===== config.mk =====
export PLATFORM = sky130hd
export DESIGN_NAME = mem_port_arbiter
export DESIGN_NICKNAME = d
export VERILOG_FILES = /design/src/rtl/mem_port_arbiter_pkg.sv /design/src/rtl/mem_port_arbiter_fetch_starve_counter.sv /design/src/rtl/mem_port_arbiter.sv
export SDC_FILE = /design/constraint.sdc
export NUM_CORES = 1
export LEC_CHECK = 0
export ABC_CLOCK_PERIOD_IN_PS = 4500
export BUFFER_PORTS_ARGS = -buffer_cell sky130_fd_sc_hd__clkbuf_2
export CORE_UTILIZATION = 35
export CTS_CLUSTER_SIZE = 25
export DETAILED_ROUTE_END_ITERATION = 8
export PLACE_DENSITY = 0.71
export SKIP_LAST_GASP = 1
export SYNTH_ARGS = -nofsm -noshare
export SYNTH_HDL_FRONTEND = slang
export SYNTH_SLANG_ARGS = --single-unit

===== constraint.sdc =====
create_clock -name i_clk -period 4.5 [get_ports i_clk]
set_input_delay 0.225 -clock i_clk [delete_from_list [all_inputs] [get_ports i_clk]]
set_output_delay 0.225 -clock i_clk [all_outputs]
set_load 0.005 [all_outputs]

===== src/rtl/mem_port_arbiter_pkg.sv =====
// Shared types and constants for the fetch/load-store memory port arbiter.
package mem_port_arbiter_pkg;

  typedef enum logic [1:0] {
    S_IDLE  = 2'd0,
    S_ISSUE = 2'd1,
    S_WAIT  = 2'd2
  } state_e;

  typedef enum logic {
    OWN_IMEM = 1'b0,
    OWN_DMEM = 1'b1
  } owner_e;

  // Wide enough for any supported data width; sliced down to DATA_W/8 where used.
  localparam logic [127:0] MASK_ALL_ONES = '1;

endpackage


===== src/rtl/mem_port_arbiter_fetch_starve_counter.sv =====
// Counts consecutive load/store grants taken while a fetch is waiting; saturates at the limit.
module fetch_starve_counter #(
  parameter int STARVE_MAX = 4
) (
  input  logic clk,
  input  logic rst_n,
  input  logic clr,
  input  logic inc,
  output logic at_max
);

  localparam int CNT_W = $clog2(STARVE_MAX + 1);
  localparam logic [CNT_W-1:0] CNT_MAX = CNT_W'(STARVE_MAX);

  logic [CNT_W-1:0] cnt;

  always_ff @(posedge clk or negedge rst_n) begin
    if (!rst_n) begin
      cnt <= '0;
    end else if (clr) begin
      cnt <= '0;
    end else if (inc && (cnt != CNT_MAX)) begin
      cnt <= cnt + CNT_W'(1);
    end
  end

  assign at_max = (cnt == CNT_MAX);

endmodule


===== src/rtl/mem_port_arbiter.sv =====
// Shares one single-ported memory between fetch (imem) and load/store (dmem), one transaction at a time.
//   state  | meaning
//   IDLE   | nothing outstanding
//   ISSUE  | o_mem_req high, latched fields on o_mem_*
//   WAIT   | accepted by memory, waiting for i_mem_rvalid
module mem_port_arbiter
  import mem_port_arbiter_pkg::*;
#(
  parameter int ADDR_W     = 32,
  parameter int DATA_W     = 32,
  parameter int STARVE_MAX = 4
) (
  input  logic                i_clk,
  input  logic                i_rst_n,
  input  logic                i_imem_req,
  input  logic [ADDR_W-1:0]   i_imem_addr,
  input  logic                i_imem_flush,
  output logic                o_imem_ready,
  output logic                o_imem_rvalid,
  output logic [DATA_W-1:0]   o_imem_rdata,
  input  logic                i_dmem_req,
  input  logic [ADDR_W-1:0]   i_dmem_addr,
  input  logic                i_dmem_wen,
  input  logic [DATA_W-1:0]   i_dmem_wdata,
  input  logic [DATA_W/8-1:0] i_dmem_mask,
  output logic                o_dmem_ready,
  output logic                o_dmem_rvalid,
  output logic [DATA_W-1:0]   o_dmem_rdata,
  output logic                o_mem_req,
  output logic [ADDR_W-1:0]   o_mem_addr,
  output logic                o_mem_wen,
  output logic [DATA_W-1:0]   o_mem_wdata,
  output logic [DATA_W/8-1:0] o_mem_mask,
  input  logic                i_mem_ready,
  input  logic                i_mem_rvalid,
  input  logic [DATA_W-1:0]   i_mem_rdata
);

  localparam int MASK_W = DATA_W / 8;
  localparam logic [MASK_W-1:0] MASK_ALL = MASK_ALL_ONES[MASK_W-1:0];

  state_e              state_q, state_d;
  owner_e              owner_q, owner_d;
  logic                flushed_q, flushed_d;
  logic [ADDR_W-1:0]   addr_q, addr_d;
  logic                wen_q, wen_d;
  logic [DATA_W-1:0]   wdata_q, wdata_d;
  logic [MASK_W-1:0]   mask_q, mask_d;

  logic arb_slot;
  logic completing;
  logic grant_dmem;
  logic grant_imem;
  logic starve_at_max;

  assign completing = (state_q == S_WAIT) && i_mem_rvalid;
  assign arb_slot   = (state_q == S_IDLE) || completing;
  assign grant_dmem = arb_slot && i_dmem_req && !(i_imem_req && starve_at_max);
  assign grant_imem = arb_slot && i_imem_req && !grant_dmem;

  fetch_starve_counter #(
    .STARVE_MAX (STARVE_MAX)
  ) u_starve (
    .clk    (i_clk),
    .rst_n  (i_rst_n),
    .clr    (grant_imem || !i_imem_req),
    .inc    (grant_dmem && i_imem_req),
    .at_max (starve_at_max)
  );

  always_ff @(posedge i_clk or negedge i_rst_n) begin
    if (!i_rst_n) begin
      state_q   <= S_IDLE;
      owner_q   <= OWN_IMEM;
      flushed_q <= 1'b0;
      addr_q    <= '0;
      wen_q     <= 1'b0;
      wdata_q   <= '0;
      mask_q    <= '0;
    end else begin
      state_q   <= state_d;
      owner_q   <= owner_d;
      flushed_q <= flushed_d;
      addr_q    <= addr_d;
      wen_q     <= wen_d;
      wdata_q   <= wdata_d;
      mask_q    <= mask_d;
    end
  end

  always_comb begin
    state_d   = state_q;
    owner_d   = owner_q;
    flushed_d = flushed_q;
    addr_d    = addr_q;
    wen_d     = wen_q;
    wdata_d   = wdata_q;
    mask_d    = mask_q;

    case (state_q)
      S_ISSUE: if (i_mem_ready)  state_d = S_WAIT;
      S_WAIT:  if (i_mem_rvalid) state_d = S_IDLE;
      default: state_d = S_IDLE;
    endcase

    // A flushed fetch still completes on the memory side; only its response is hidden.
    if (i_imem_flush && (owner_q == OWN_IMEM) && (state_q != S_IDLE))
      flushed_d = 1'b1;
    if (completing)
      flushed_d = 1'b0;

    if (grant_dmem) begin
      state_d = S_ISSUE;
      owner_d = OWN_DMEM;
      addr_d  = i_dmem_addr;
      wen_d   = i_dmem_wen;
      wdata_d = i_dmem_wdata;
      mask_d  = i_dmem_mask;
    end else if (grant_imem) begin
      state_d = S_ISSUE;
      owner_d = OWN_IMEM;
      addr_d  = i_imem_addr;
      wen_d   = 1'b0;
      wdata_d = '0;
      mask_d  = MASK_ALL;
    end
  end

  assign o_mem_req   = (state_q == S_ISSUE);
  assign o_mem_addr  = addr_q;
  assign o_mem_wen   = wen_q;
  assign o_mem_wdata = wdata_q;
  assign o_mem_mask  = mask_q;

  assign o_imem_ready = (state_q == S_ISSUE) && i_mem_ready && (owner_q == OWN_IMEM);
  assign o_dmem_ready = (state_q == S_ISSUE) && i_mem_ready && (owner_q == OWN_DMEM);

  assign o_dmem_rvalid = completing && (owner_q == OWN_DMEM);
  assign o_imem_rvalid = completing && (owner_q == OWN_IMEM) && !flushed_q && !i_imem_flush;
  assign o_imem_rdata  = i_mem_rdata;
  assign o_dmem_rdata  = i_mem_rdata;

endmodule


==> impl_metrics.tcl, run 1 <==
set metrics [dict create \
    layout.nets 592 \
    die_x_um 107.8 \
    clkTransAtPathRegs_ns 0.08 \
    io_pins 278 \
    worstPathArrival_ns 2.47 \
    numCtsBuffers 9 \
    area_growth_pct 17.02 \
    cts-hold-fix-buffers 0 \
    drt-vias-per-instance 5.224 \
    placed_cell_area_um2 4360 \
    ctsResizeCount 0 \
    first_global_vias 3069 \
    drive_above_1_share_pct 44.62 \
    ys_ff_latch 76 \
    cts_tree "done" \
    worst_slack_ns 2.257 \
    cap_violations 0 \
    rsz0062_at_grt "false" \
    initial_core_util_pct 35.99 \
    grt-ovfl-total 0 \
    ant_nets 0 \
    gp_congestion 0.7532 \
    grt_use_met1_pct 22.61 \
    drt_iter0_markers 190 \
    syn_inst 349 \
    syn_area_um2 3919 \
    hold_ws_ns -0.005724 \
    grtUsageTotal_pct 18.74 \
    crit_type "reg2reg" \
    hold_viol 2 \
    cts_root_buffer "clkbuf_8" \
    cts_setup_buffers 0 \
    drt-pass1-iter-count 4 \
    avgSynthCellArea_um2 11.23 \
    die_y_um 107.8 \
    ir_worst_vdd_mv 0.2615 \
    grt_pass1_wl_mm 16.31 \
    route.detailed.drc 0 \
    status "complete, but fails checks" \
    core_area_um2 10890 \
    die_area_um2 11620 \
    fin_util_pct 42.12 \
    n_antenna_cell 0 \
    dp_hpwl_mm 7.896 \
    critPathCaptureType "register" \
    p_leak_nw 2.244 \
    hp-class "in2async" \
    grt_busiest_layer "met2" \
    ys_warn_count 0 \
    placed_cells 579 \
    fmax_mhz 445.8 \
    grt_max_degree 77 \
    clk_latency_ns 0.35 \
    clock_sinks 76 \
    powerDensity_nw_per_um2 616.8 \
    grt_antenna_before_repair 0 \
    layout.cells.non_filler 595 \
    critPathMaxFanout 34 \
    clk_path_buf_depth 2 \
    slew_violations 0 \
    use_met2_pct 29.95 \
    finalCriticalPeriod_ns 2.243 \
    ys_seq_area_share_pct 48.53 \
    cts_max_level 3 \
    yosysUniqueCellTypes 33 \
    start_kind "register" \
    num_rows 38 \
    power.total_mw 2.828 \
    finalClockSkew_ns 0.01143 \
    final_area_um2 4586 \
    critical_path_required_ns 4.73 \
    setup_viol 0 \
    worst_pin_slew_ns 1.312 \
    slew-limit-headroom_pct 12.29 \
    dp_slack_ns 1.913 \
    fin_crit_sh_pct 49.84 \
    violations "negative hold slack" \
    num_vias 3108 \
    wl_mm 10.86 \
    wl_per_cell_um 18.25 \
    finalSetupTns_ns 0 \
    io_buffers 181 \
    grt_util_met3_pct 7.688 \
    syn_nets 491 \
]
## path summary, 6_finish.rpt
kind / startpoint / end / slack [ns] / cells past startpoint
setup / recovery: state_q[1] / o_mem_wdata[24] / 2.26 / 3
setup reg to reg: state_q[1] / o_mem_wdata[24] / 2.26 / 3
min in group i_clk: i_mem_ready / state_q[0] / 0.05 / 2
hold reg to reg: o_mem_mask[0] / o_mem_mask[0] / 0.49 / 1
hold / removal: i_rst_n / o_mem_wdata[11] / -0.006 / 1
max in group asynchronous: i_rst_n / o_mem_addr[28] / 3.85 / 1
## report_power, final
group	total (mW)	leakage [nW]	internal, mW	switching, mW
Combinational	1.06	1.24	0.553	0.512
Sequential	1.17	0.901	0.979	0.195
Clock	0.589	0.106	0.330	0.259
## per-layer routing
layer  routed length, µm  vias to the layer above
li1                    -                     1427
met1                4437                     1464
met2                5105                      206
met3                1130                       11
met4                 182                        0
met5                   0                        -
## logic make-up (layout without fill, tap and decap cells)
group                    after synthesis  after routing  share of synthesized area [%]
AND/OR/NAND/NOR                       59             59                          8.781
AO/OA/AOI/OAI                        113            113                          24.55
adder cells (fa/ha/maj)                2              2                         0.6385
buffers and inverters                 99            205                          17.50
flip-flops                            76             76                          48.53
## flip-flops by register name (all words and copies together), names as in the netlist
name and flops:
flushed_q 1, o_mem_mask 4, state_q 2, o_mem_wen 1, o_mem_wdata 32, owner_q 1
o_mem_addr 32, u_starve.cnt 3
## synth_stat cells
cell / n / share of area [%]
o31ai_1: 1 / 0.19
a21oi_1: 2 / 0.26
inv_1: 4 / 0.38
dfrtp_1: 76 / 49
nor3_1: 2 / 0.26
nor2b_1: 3 / 0.48
clkbuf_1: 6 / 0.57
ha_1: 2 / 0.64
buf_6: 7 / 2.0
a21boi_0: 1 / 0.19
or3_1: 1 / 0.16
and3_4: 1 / 0.29
o21ai_0: 4 / 0.51
buf_2: 13 / 1.7
clkbuf_2: 1 / 0.13
a2bb2oi_1: 32 / 7.2
nor2_1: 4 / 0.38
nand2b_1: 33 / 5.3
and2b_1: 1 / 0.19
inv_2: 1 / 0.096
a32oi_1: 1 / 0.22
a21boi_2: 1 / 0.29
buf_1: 2 / 0.19
nand4_1: 1 / 0.16
buf_4: 65 / 12
o22a_1: 4 / 0.89
or2_0: 1 / 0.16
a22o_1: 33 / 7.4
o22ai_1: 2 / 0.32
nand2_1: 6 / 0.57
o32ai_1: 32 / 7.2
nand3_1: 3 / 0.38
and3_1: 3 / 0.48
## critical path, stage by stage (launching register included)
cell	delay, ns
dfrtp_1	0.44
nand2b_1	0.23
nand3_1	0.95
a22o_1	0.50
## layout make-up
class | instances | area [µm²]
Clock buffer | 11 | 141.4
Clock inverter | 5 | 83.83
Fill cell | 1042 | 6302
Inverter | 5 | 18.77
Multi-Input combinational cell | 174 | 1334
Sequential cell | 76 | 1902
Tap cell | 140 | 175.2
Timing Repair Buffer | 184 | 930.9
## layout by cell type, fill, tap and decap left out, types with 4 or more instances in the layout
cell type and count:
o21ai_0 4, o32ai_1 32, clkbuf_8 10, a2bb2oi_1 32, nand2_1 6, buf_4 4, inv_1 4, clkbuf_2 180
nand2b_1 33, a22o_1 33, o22a_1 4, dfrtp_1 76
Power figures use the tool's default switching activity.
==> run 2, diff against run 1 <==
ABC_CLOCK_PERIOD_IN_PS = 1900   (was 4500)
PLACE_DENSITY = 0.74   (was 0.71)
clock period = 1.9 ns   (was 4.5 ns; I/O delays follow)
==> impl_metrics.tcl, run 2 (same netlist as run 1, synthesis figures left out) <==
set metrics [dict create \
    status "complete, no violations" \
    first_global_vias 3286 \
    gp_congestion 0.8190 \
    reg2reg_to "o_mem_addr[0]" \
    initial_core_util_pct 35.99 \
    route.detailed.drc 0 \
    clkTransAtPathRegs_ns 0.08 \
    die_y_um 107.8 \
    rsz0062_at_grt "false" \
    die_area_um2 11620 \
    layout.nets 635 \
    die_x_um 107.8 \
    finalClockSkew_ns 0.007018 \
    grt-ovfl-total 0 \
    drive_above_1_share_pct 41.77 \
    clock_sinks 76 \
    worstPathArrival_ns 1.93 \
    placed_cells 583 \
    grt_antenna_before_repair 0 \
    core_area_um2 10890 \
    critPathMaxStageDelay_ns 0.37 \
    grt_max_degree 41 \
    layout.cells.non_filler 638 \
    critical_path_required_ns 2.11 \
    cts_max_level 3 \
    final-seq-area_um2 1902 \
    worst_slack_ns 0.1874 \
    final_cell_mix "180 x clkbuf_2, 76 x dfrtp_1, 39 x dlygate4sd3_1" \
    grt_pass1_wl_mm 17.00 \
    wl_per_cell_um 18.21 \
    path_cells "inv_1 -> ha_1 -> and3_1 -> buf_4 -> o32ai_1 -> a2bb2oi_1" \
    clk_latency_ns 0.35 \
    finalCriticalPeriod_ns 1.713 \
    cts_setup_buffers 0 \
    area_growth_pct 28.35 \
    num_rows 38 \
    hp-class "in2reg" \
    drt_iter0_markers 182 \
    cap_violations 0 \
    multi_input_area_um2 1334 \
    dp_slack_ns 0.1935 \
    grtUsageTotal_pct 19.59 \
    start_kind "register" \
    fin_util_pct 46.20 \
    n_antenna_cell 0 \
    drt-vias-per-instance 5.187 \
    wl_mm 11.62 \
    critPathCaptureType "register" \
    setup_viol 0 \
    finalSetupTns_ns 0 \
    slew_violations 0 \
    numCtsBuffers 9 \
    dp_hpwl_mm 8.004 \
    clk_path_buf_depth 2 \
    io_buffers 181 \
    cts_root_buffer "clkbuf_8" \
    ir_worst_vdd_mv 0.7190 \
    num-fill-cells 993 \
    ctsResizeCount 0 \
    rr_worst_depth 6 \
    holdPathStages 3 \
    hold_viol 0 \
    rrSetupSlack_ns 0.19 \
    p_leak_nw 2.439 \
    rr_startpoint "u_starve.cnt[0]" \
    powerDensity_nw_per_um2 1327 \
    endpoint "o_mem_addr[0]" \
    cts_tree "done" \
    fin_crit_sh_pct 90.14 \
    slowest_stage "dfrtp_1" \
    io_pins 278 \
    ant_nets 0 \
    slew-limit-headroom_pct 33.32 \
    worstSetupStartpoint "u_starve.cnt[0]" \
    drt-pass1-iter-count 5 \
    worst_pin_slew_ns 0.9991 \
    num_vias 3309 \
    crit_type "reg2reg" \
    cts-hold-fix-buffers 39 \
    critPathMaxFanout 32 \
    final_common_cell "clkbuf_2" \
    fmax_mhz 583.9 \
]
-- run 2: cell types whose count changed in the layout (fill, tap and decap cells not counted), sizes merged --
| cell | delta |
|---|---|
| dlygate4sd3 | +39 |
| buf | +4 |
| clkinv | +3 |
| bufinv | -1 |
| clkinvlp | -1 |
| inv | -1 |
-- run 2: stage by stage --
stage	power, mW	hold WS (ns)	instance area, µm²
final	6.676	0.03641	5030
after global routing	7.128	0.03948	5030
after CTS	6.745	0.01937	5030
after detailed placement	5.354	0.09876	4428
after global placement	5.284	0.08920	4428
after floorplan	4.353	-0.2006	3919
-- run 2: critical path, delay by kind of cell, from the launching register on --
family | cells | cell delay (ns)
adder cells (fa/ha/maj) | 1 | 0.25
AND/OR/NAND/NOR | 1 | 0.20
flip-flops | 1 | 0.37
buffers and inverters | 2 | 0.29
AO/OA/AOI/OAI | 2 | 0.45
-- run 2: power by group --
group	switching [mW]	internal [mW]	total, mW
Sequential	0.467	2.32	2.79
Combinational	1.22	1.40	2.61
Clock	0.596	0.680	1.28
Total	2.28	4.40	6.68
-- run 2: area by class of cell --
cell class / count / share of cell area [%]
Clock inverter: 5 / 1.194
Clock buffer: 11 / 3.010
Timing Repair Buffer: 227 / 27.61
Tap cell: 140 / 3.483
Inverter: 5 / 0.3731
Multi-Input combinational cell: 174 / 26.52
Sequential cell: 76 / 37.81
-- run 2: how the worst min path moves through the flow --
stage                 start               to
6_report       i_imem_flush        flushed_q
5_1_grt          i_dmem_req  u_starve.cnt[2]
4_1_cts          i_dmem_req  u_starve.cnt[2]
3_5_place_dp        i_rst_n   o_mem_wdata[5]
3_3_place_gp        i_rst_n   o_mem_wdata[5]
2_1_floorplan       i_rst_n        flushed_q
-- run 2: layer usage --
layer	wire, µm	GRT usage, %	part of all wire, %	up-vias
met2	5896	33.61	51	208
met3	1191	8.051	10	13
met4	140	6.849	1.2	0
met5	0	0	0	-
li1	-	-	-	1508
met1	4392	21.74	38	1580
==> run 3, diff against run 2 <==
--- a/config.mk
+++ b/config.mk
@@ -7,3 +7,3 @@
 export LEC_CHECK = 0
-export ABC_CLOCK_PERIOD_IN_PS = 1900
+export ABC_CLOCK_PERIOD_IN_PS = 1720
 export BUFFER_PORTS_ARGS = -buffer_cell sky130_fd_sc_hd__clkbuf_2
@@ -12,3 +12,3 @@
 export DETAILED_ROUTE_END_ITERATION = 8
-export PLACE_DENSITY = 0.74
+export PLACE_DENSITY = 0.71
 export SKIP_LAST_GASP = 1
==> constraint.sdc (replaced) <==
create_clock -name i_clk -period 1.72 [get_ports i_clk]
set_input_delay 0.086 -clock i_clk [delete_from_list [all_inputs] [get_ports i_clk]]
set_output_delay 0.086 -clock i_clk [all_outputs]
set_load 0.01 [all_outputs]
==> impl_metrics.tcl, run 3 (same netlist as run 1, synthesis figures left out) <==
set metrics [dict create \
    gp_congestion 0.7708 \
    rsz0062_at_grt "false" \
    drt_iter0_markers 217 \
    finalCriticalPeriod_ns 1.620 \
    wl_met2_mm 5.818 \
    hp-class "in2reg" \
    critPathMaxFanout 32 \
    slew-limit-headroom_pct 34.74 \
    clkTransAtPathRegs_ns 0.08 \
    grtUsageTotal_pct 20.12 \
    grt-ovfl-total 0 \
    slew_violations 0 \
    status "complete, no violations" \
    first_global_vias 3306 \
    core_area_um2 10890 \
    final_common_cell "clkbuf_2" \
    worstSetupStartpoint "u_starve.cnt[0]" \
    numCtsBuffers 9 \
    drt-vias-per-instance 5.183 \
    highest_layer "met4" \
    grt_pass1_wl_mm 17.60 \
    finalClockSkew_ns 0.006288 \
    fin_crit_sh_pct 94.20 \
    io_pins 278 \
    die_y_um 107.8 \
    io_buffers 181 \
    wl_met1_mm 4.631 \
    drive_above_1_share_pct 41.88 \
    reg2reg_to "o_mem_addr[31]" \
    grt_max_degree 77 \
    n_antenna_cell 0 \
    cap_violations 0 \
    ant_nets 0 \
    setup_viol 0 \
    num_vias 3312 \
    holdPathStages 3 \
    start_kind "register" \
    die_area_um2 11620 \
    final_area_um2 5061 \
    final_cell_mix "180 x clkbuf_2, 76 x dfrtp_1, 39 x dlygate4sd3_1" \
    wl_per_cell_um 18.62 \
    dr_wl_met3_mm 1.293 \
    critPathCaptureType "register" \
    clk_path_buf_depth 2 \
    powerDensity_nw_per_um2 1532 \
    grt_antenna_before_repair 0 \
    cts_root_buffer "clkbuf_8" \
    finalSetupTns_ns 0 \
    p_leak_nw 2.450 \
    rrSetupSlack_ns 0.1 \
    drt-pass1-iter-count 4 \
    dp_hpwl_mm 7.901 \
    rr_worst_depth 6 \
    clock_sinks 76 \
    critical_path_required_ns 1.93 \
    placed_cell_area_um2 4461 \
    cts_max_level 3 \
    wl_mm 11.90 \
    worstHoldStart "i_dmem_req" \
    area_growth_pct 29.15 \
    ir_worst_vdd_mv 0.7316 \
    cts_tree "done" \
    die_x_um 107.8 \
    clk_latency_ns 0.34 \
    initial_core_util_pct 35.99 \
    route.detailed.drc 0 \
    worst_pin_slew_ns 0.9778 \
    hold_viol 0 \
    crit_type "reg2reg" \
    layout.nets 636 \
    num_rows 38 \
    endpoint "o_mem_addr[31]" \
    worstPathArrival_ns 1.83 \
    rr_startpoint "u_starve.cnt[0]" \
    fmax_mhz 617.2 \
    num-fill-cells 987 \
]
-- run 3: critical path, cell delays in order (launching register included) --
cell and delay [ns]:
dfrtp_1 0.38, inv_1 0.07, ha_1 0.24, and3_1 0.22, buf_12 0.17, o32ai_1 0.27, a2bb2oi_1 0.11
-- run 3: layout make-up --
| class | instances | area [µm²] | area share (%) |
|---|---|---|---|
| clock buffer | 12 | 155.1 | 3.066 |
| sequential | 76 | 1902 | 37.58 |
| multi-input combinational | 174 | 1341 | 26.50 |
| tap | 140 | 175.2 | 3.461 |
| clock inverter | 4 | 47.55 | 0.9394 |
| inverter | 5 | 18.77 | 0.3708 |
| timing repair buffer | 228 | 1421 | 28.08 |
-- run 3: metal layers --
metal | track usage [%] | vias to the layer above
met2 | 33.93 | 214
met1 | 22.99 | 1568
met5 | 0 | -
met3 | 8.111 | 13
li1 | - | 1517
met4 | 6.849 | 0
-- run 3: worst min-delay path by stage --
stage / slack [ns] / endpoint
global placement: 0.13 / o_mem_wdata[13]
detailed placement: 0.14 / o_mem_wdata[3]
CTS: 0.01 / u_starve.cnt[2]
finish: 0.03 / u_starve.cnt[2]
global route: 0.04 / u_starve.cnt[2]
floorplan: -0.21 / flushed_q
-- run 3: per-stage QoR --
step	worst slack (ns)	util, %	std cells	power (mW)	hold WS [ns]
after CTS	0.07081	46.41	639	7.821	0.01064
after global placement	0.1243	40.97	584	6.227	0.1328
final	0.09968	46.48	639	7.752	0.03421
after detailed placement	0.08907	40.97	584	6.287	0.1440
after global routing	0.008922	46.48	639	8.226	0.03992
after floorplan	0.2089	-	349	5.131	-0.2096
-- run 3: what timing repair did --
item / 4_1_cts / 5_1_grt
setup buffers: 0 / 0
endpoints found under the hold margin: 114 / 0
hold buffers: 39 / 0
setup endpoints to repair: 0 / 1
resized for setup: 0 / 1
-- run 3: report_power, final --
group	internal (mW)	switching [mW]
combinational	1.59	1.69
clock	0.746	0.651
sequential	2.56	0.516
total	4.90	2.86
